===== src/rtl/rx_os_counter_bank_pkg.sv =====
// ============================================================================
// rx_os_counter_bank_pkg
// Shared PHY definitions used by the LTSSM, the ordered-set decoder and the
// RX ordered-set counter bank.
//   PHY_MAXLANES : widest link the PHY supports
//   os_type_e    : encoding of decoded ordered-set types on the osType buses
// ============================================================================
package rx_os_counter_bank_pkg;

    localparam int PHY_MAXLANES = 16;

    typedef enum logic [2:0] {
        OS_NONE  = 3'd0,
        OS_TS1   = 3'd1,
        OS_TS2   = 3'd2,
        OS_EIOS  = 3'd3,
        OS_EIEOS = 3'd4,
        OS_SKP   = 3'd5,
        OS_IDLE  = 3'd6
    } os_type_e;

endpackage


===== src/rtl/rx_os_counter_bank_os_lane_counter.sv =====
// ============================================================================
// os_lane_counter
// Counts consecutive matching ordered sets on one lane and registers whether
// the run length has reached the target.
//   clk, reset       : clock, asynchronous active-low reset
//   i_enable         : lane enabled and active; 0 holds the lane in clear
//   i_clear          : expected type changed this cycle; clear, ignore osValid
//   i_osValid        : one decoded ordered set present this cycle
//   i_osType         : type of that ordered set
//   i_osMatch        : link/lane/rate fields equal those of the previous OS
//   i_expectedType   : ordered-set type being counted
//   i_target         : run length at which o_reached asserts
//   o_reached        : registered "count >= target" flag
// ============================================================================
module os_lane_counter
    import rx_os_counter_bank_pkg::*;
#(
    parameter int CNTW = 5
) (
    input  logic            clk,
    input  logic            reset,
    input  logic            i_enable,
    input  logic            i_clear,
    input  logic            i_osValid,
    input  logic [2:0]      i_osType,
    input  logic            i_osMatch,
    input  logic [2:0]      i_expectedType,
    input  logic [4:0]      i_target,
    output logic            o_reached
);

    // The compare is done at the wider of the two widths so that a target
    // larger than the counter's saturation value can never be satisfied.
    localparam int CMPW = (CNTW > 5) ? CNTW : 5;

    logic [CNTW-1:0] r_cnt;
    logic [CNTW-1:0] w_cntNext;
    logic [CMPW-1:0] w_cntExt;
    logic [CMPW-1:0] w_tgtExt;
    logic            r_reached;
    logic            w_typeIsExpected;
    logic            w_skipIgnored;

    assign w_typeIsExpected = (i_osType == i_expectedType);
    // SKP may be interleaved inside a TS run; it is transparent unless SKP
    // itself is what we are counting.
    assign w_skipIgnored    = (i_osType == OS_SKP) && (i_expectedType != OS_SKP);

    // Next-count selection. A broken run restarts at 1 when the breaking OS is
    // itself of the expected type (only its fields differed), else at 0.
    always_comb begin
        w_cntNext = r_cnt;
        if (!i_enable || i_clear) begin
            w_cntNext = '0;
        end else if (i_osValid && !w_skipIgnored) begin
            if (w_typeIsExpected && i_osMatch) begin
                w_cntNext = (r_cnt == '1) ? r_cnt : r_cnt + CNTW'(1);
            end else if (w_typeIsExpected) begin
                w_cntNext = CNTW'(1);
            end else begin
                w_cntNext = '0;
            end
        end
    end

    assign w_cntExt = CMPW'(w_cntNext);
    assign w_tgtExt = CMPW'(i_target);

    // The flag is registered from the next count so a hit shows one cycle
    // after its osValid.
    always_ff @(posedge clk or negedge reset) begin
        if (!reset) begin
            r_cnt     <= '0;
            r_reached <= 1'b0;
        end else begin
            r_cnt     <= w_cntNext;
            r_reached <= i_enable && (w_cntExt >= w_tgtExt);
        end
    end

    assign o_reached = r_reached;

endmodule


===== src/rtl/rx_os_counter_bank.sv =====
// ============================================================================
// rx_os_counter_bank
// Bank of per-lane ordered-set run counters used by the LTSSM to decide when
// enough consecutive TS1/TS2/etc. have been seen on every active lane.
//   clk, reset             : clock, asynchronous active-low reset
//   resetOsCheckers[15:0]  : per-lane enable; 0 holds the lane cleared
//   numberOfDetectedLanes  : lanes in use; lane i active iff i < value
//   expectedType[2:0]      : ordered-set type being counted
//   comparatorsCount[4:0]  : per-lane target run length
//   osValid[MAXLANES-1:0]  : per-lane decoded-OS strobe
//   osType[3*MAXLANES-1:0] : per-lane OS type, lane i at [3i+2:3i]
//   osMatch[MAXLANES-1:0]  : per-lane "fields equal previous OS"
//   countersComparators    : per-lane registered "target reached"
// ============================================================================
module rx_os_counter_bank
    import rx_os_counter_bank_pkg::*;
#(
    parameter int MAXLANES = PHY_MAXLANES,
    parameter int CNTW     = 5
) (
    input  logic                  clk,
    input  logic                  reset,
    input  logic [15:0]           resetOsCheckers,
    input  logic [4:0]            numberOfDetectedLanes,
    input  logic [2:0]            expectedType,
    input  logic [4:0]            comparatorsCount,
    input  logic [MAXLANES-1:0]   osValid,
    input  logic [3*MAXLANES-1:0] osType,
    input  logic [MAXLANES-1:0]   osMatch,
    output logic [15:0]           countersComparators
);

    logic [2:0]          r_expType;
    logic                w_typeChange;
    logic [MAXLANES-1:0] w_active;
    logic [MAXLANES-1:0] w_reached;

    // Remember the last expected type. It resets to OS_NONE, so the first edge
    // after reset counts as a change whenever a real type is already applied.
    always_ff @(posedge clk or negedge reset) begin
        if (!reset) begin
            r_expType <= OS_NONE;
        end else begin
            r_expType <= expectedType;
        end
    end

    assign w_typeChange = (expectedType != r_expType);

    for (genvar g = 0; g < MAXLANES; g++) begin : gLane
        assign w_active[g] = (5'(g) < numberOfDetectedLanes);

        os_lane_counter #(
            .CNTW (CNTW)
        ) uLane (
            .clk            (clk),
            .reset          (reset),
            .i_enable       (resetOsCheckers[g] && w_active[g]),
            .i_clear        (w_typeChange),
            .i_osValid      (osValid[g]),
            .i_osType       (osType[3*g +: 3]),
            .i_osMatch      (osMatch[g]),
            .i_expectedType (expectedType),
            .i_target       (comparatorsCount),
            .o_reached      (w_reached[g])
        );
    end

    // Lanes beyond MAXLANES read as 0.
    assign countersComparators = 16'(w_reached);

endmodule

===== config.mk =====
export PLATFORM = sky130hd
export DESIGN_NAME = rx_os_counter_bank
export DESIGN_NICKNAME = d
export VERILOG_FILES = /design/src/rtl/rx_os_counter_bank_pkg.sv /design/src/rtl/rx_os_counter_bank_os_lane_counter.sv /design/src/rtl/rx_os_counter_bank.sv
export SDC_FILE = /design/constraint.sdc
export NUM_CORES = 1
export LEC_CHECK = 0
export ABC_AREA = 1
export BUFFER_PORTS_ARGS = -buffer_cell sky130_fd_sc_hd__buf_2
export CAP_MARGIN = 20
export CORE_MARGIN = 8
export CORE_UTILIZATION = 55
export CTS_CLUSTER_DIAMETER = 50
export DETAILED_ROUTE_END_ITERATION = 10
export HOLD_SLACK_MARGIN = 0.12
export PLACE_DENSITY = 0.76
export SLEW_MARGIN = 25
export SYNTH_ARGS = -nofsm -noshare
export SYNTH_HDL_FRONTEND = slang
export SYNTH_HIERARCHICAL = 1
export SYNTH_SLANG_ARGS = --single-unit
export TNS_END_PERCENT = 100

===== constraint.sdc =====
create_clock -name clk -period 3.5 [get_ports clk]
set_clock_uncertainty 0.1 [all_clocks]
set_input_delay 0.525 -clock clk [delete_from_list [all_inputs] [get_ports clk]]
set_output_delay 0.525 -clock clk [all_outputs]
set_load 0.03 [all_outputs]

==> impl_metrics.yaml <==
floorplanning:
  die_width_microns: 151.3
  core_area_sq_um: 17960
  rows: 49
  initial_utilization_pct: 56.08
  num_io_pins: 127
  dieArea_sq_um: 22900
  die_y_microns: 151.3
timing:
  final_max_slew_viol_count: 0
  fmax_mhz: 360.7
  setup_tns_ns: 0
  timing.hold.ws_ns: 0.1118
  grt_setup_unrepaired: "no"
  finalHoldViolCount: 0
  fin_crit_sh_pct: 79.21
  setup_viol: 0
  tightest_slew_ns: 0.6912
  slew_headroom_pct: 53.92
  layout_min_cycle_time_ns: 2.772
synthesis:
  synth.cell_area_sq_um: 10070
  synth_edf_count: 0
  ys_top_cells_by_area: "dfrtp_1 (25%), ha_1 (12%), inv_1 (11%), nand2_1 (11%), nand2_4 (5.4%)"
  synth_top_area_share_pct: 24.59
  yosys.area.top_type: "dfrtp_1"
  synth-async-reset-ratio_pct: 100.0
  ys_ff_latch: 99
  ys_warn_count: 6
  synthesis.nets: 1642
  synth_commonest_cells: "inv_1 (299), nand2_1 (285), nand3_1 (103)"
  avgSynthCellArea_sq_um: 7.021
  synth_cell_types: 25
  syn_inst: 1435
  yosysMostFrequentCell: "inv_1"
  synth_flop_cell: "dfrtp_1"
  ys_seq_area_share_pct: 24.59
cells_and_area:
  area_delta_synth_final_pct: 12.85
  drive_above_1_share_pct: 25.82
  nNetsFinal: 1786
  fillers: 1651
clocking:
  tritoncts: "done"
  htree_levels: 3
  cts_buffers: 9
  ctsHoldBuffers: 0
  postCtsSetupBuffers: 0
  cts-root-buf: "clkbuf_16"
  clkSlewWorstSetupHoldPaths_ns: 0.07
  cts-resized-gates: 0
  cts.sinks: 99
  clk_latency_ns: 0.36
  cts_buffer_depth: 2
power_and_ir_drop:
  worst_ir_drop_vdd_v: 0.0002312
  p_switching_uw: 930.3
  sw_frac_of_total_pct: 31.54
  clockPowerShare_pct: 36.9
  powerDensity_nw_per_um2: 259.4
  pwr-share-seq_pct: 39.5
  combPwrFrac_pct: 23.7
  p_int_uw: 2019
  p_leak_uw: 0.006370
worst_setup_path:
  end_kind: "flop"
  crit_path_max_fanout: 16
  cp-start-kind: "flop"
  required_ns: 3.64
  path_class: "flop to flop"
  worst-endpoint-arrival_ns: 2.92
grt:
  grt_first_pass_wirelength_mm: 42.00
  grt_pass1_vias: 9048
  grt_overflow: 0
  antenna_found_initial: 1
  grt_max_degree: 52
  grt.total_usage_pct: 22.92
placement:
  gp_congestion: 0.8746
  port_buffers: 126
  detailed_place_hpwl_mm: 19.31
flow_run:
  max_cap_viol_count: 0
detailed_routing:
  vias: 9276
  post_drt_wl_per_cell_microns: 13.80
  ant_nets: 0
  vias_per_cell: 5.111
  drc: 0
  drtIter0Drc: 436
  drt-total-wl_mm: 25.05
  drt_pass1_iterations: 4
hold_path:
  min_path_type: "primary input to asynchronous set/reset pin"
outcome:
  status: "complete, no violations"
[final cells by class]
class                      instances  area [sq um]  area share (%)
multi-input combinational       1003          6307           55.47
sequential                        99          2477           21.79
inverter                         333          1290           11.35
timing repair buffer             133         685.7           6.031
tap                              229         286.5           2.520
clock buffer                       9         225.2           1.981
clock inverter                     7         92.59          0.8143
antenna                            2         5.005         0.04402
[routing by layer]
layer  global-route usage [%]  wire length (microns)  vias up
li1                         -                      -     4817
met1                    29.04                  11270     4249
met2                    39.04                  11830      181
met3                    3.376                   1419       29
met4                    7.768                    531        0
met5                        0                      0        -
[power by group through the flow]
stage	logic, uW	clock network, uW	registers [uW]
floorplan	433	0	1190
global route	787	1150	1160
detailed placement	698	0	1190
global placement	682	0	1190
CTS	703	1120	1160
finish	698	1090	1160
[critical path, stage by stage (launching register included)]
cell	delay, ns
dfrtp_1	0.38
xnor2_1	0.40
nand3_1	0.14
buf_4	0.26
nor2_1	0.37
nand2_4	0.12
a21oi_2	0.15
ha_1	0.27
a21oi_1	0.15
o21ai_1	0.08
nor3_1	0.18
nor2_1	0.06
[cells by family after synthesis]
| kind of cell | count (synthesis) | synth area share, % |
|---|---|---|
| buffers and inverters | 333 | 12.80 |
| xor gates and xnor gates | 35 | 3.043 |
| and+or+nand+nor | 753 | 41.03 |
| adders and majority gates | 96 | 11.92 |
| DFF | 99 | 24.59 |
| AOI/OAI and AO/OA | 119 | 6.607 |
[state kept, by name, summed over array words and instances, names as in the netlist]
register               cells
gLane.uLane/r_cnt         80
gLane.uLane/o_reached     16
r_expType                  3
[cells in the final DEF (no fill, tap or decap)]
master / n
o21ai_1: 50
nor3_1: 32
inv_4: 16
nand3_2: 32
a21boi_0: 4
dfrtp_1: 99
and2_1: 2
nand4_2: 16
nand3_1: 103
nand2_1: 285
bufinv_16: 2
clkinvlp_4: 3
nand4_1: 32
buf_4: 8
clkinv_2: 2
inv_2: 18
nand2_2: 48
inv_1: 299
nor2_4: 1
nand3b_1: 16
a21oi_1: 49
xor2_1: 16
xnor2_1: 19
a21oi_2: 16
clkbuf_16: 9
nor2_2: 65
and3_1: 1
diode_2: 2
buf_2: 125
nor2_1: 72
ha_1: 96
nand2_4: 48
[per-stage QoR]
stage          area, sq um  setup WS (ns)  utilization [%]  total power, uW  instances
2_1_floorplan        10070          1.128                -             1624       1435
3_3_place_gp         11050         0.5689            61.50             1868       1797
3_5_place_dp         11050         0.5910            61.50             1885       1797
4_1_cts              11360         0.8094            63.27             2982       1813
5_1_grt              11370         0.5241            63.28             3107       1814
6_report             11370         0.7278            63.29             2950       1815
[final timing paths]
check	from	to	slack (ns)	cells past startpoint
min in group clk	resetOsCheckers[2]	gLane[2].uLane/o_reached	0.40	5
max in group asynchronous	reset	gLane[8].uLane/r_cnt[3]	2.34	2
setup / recovery	r_expType[2]	gLane[14].uLane/o_reached	0.73	11
hold / removal	reset	gLane[3].uLane/o_reached	0.11	1
setup reg to reg	r_expType[2]	gLane[14].uLane/o_reached	0.73	11
hold reg to reg	gLane[1].uLane/r_cnt[4]	gLane[1].uLane/r_cnt[4]	0.44	2
No activity file was read; power rests on OpenSTA's default activity.
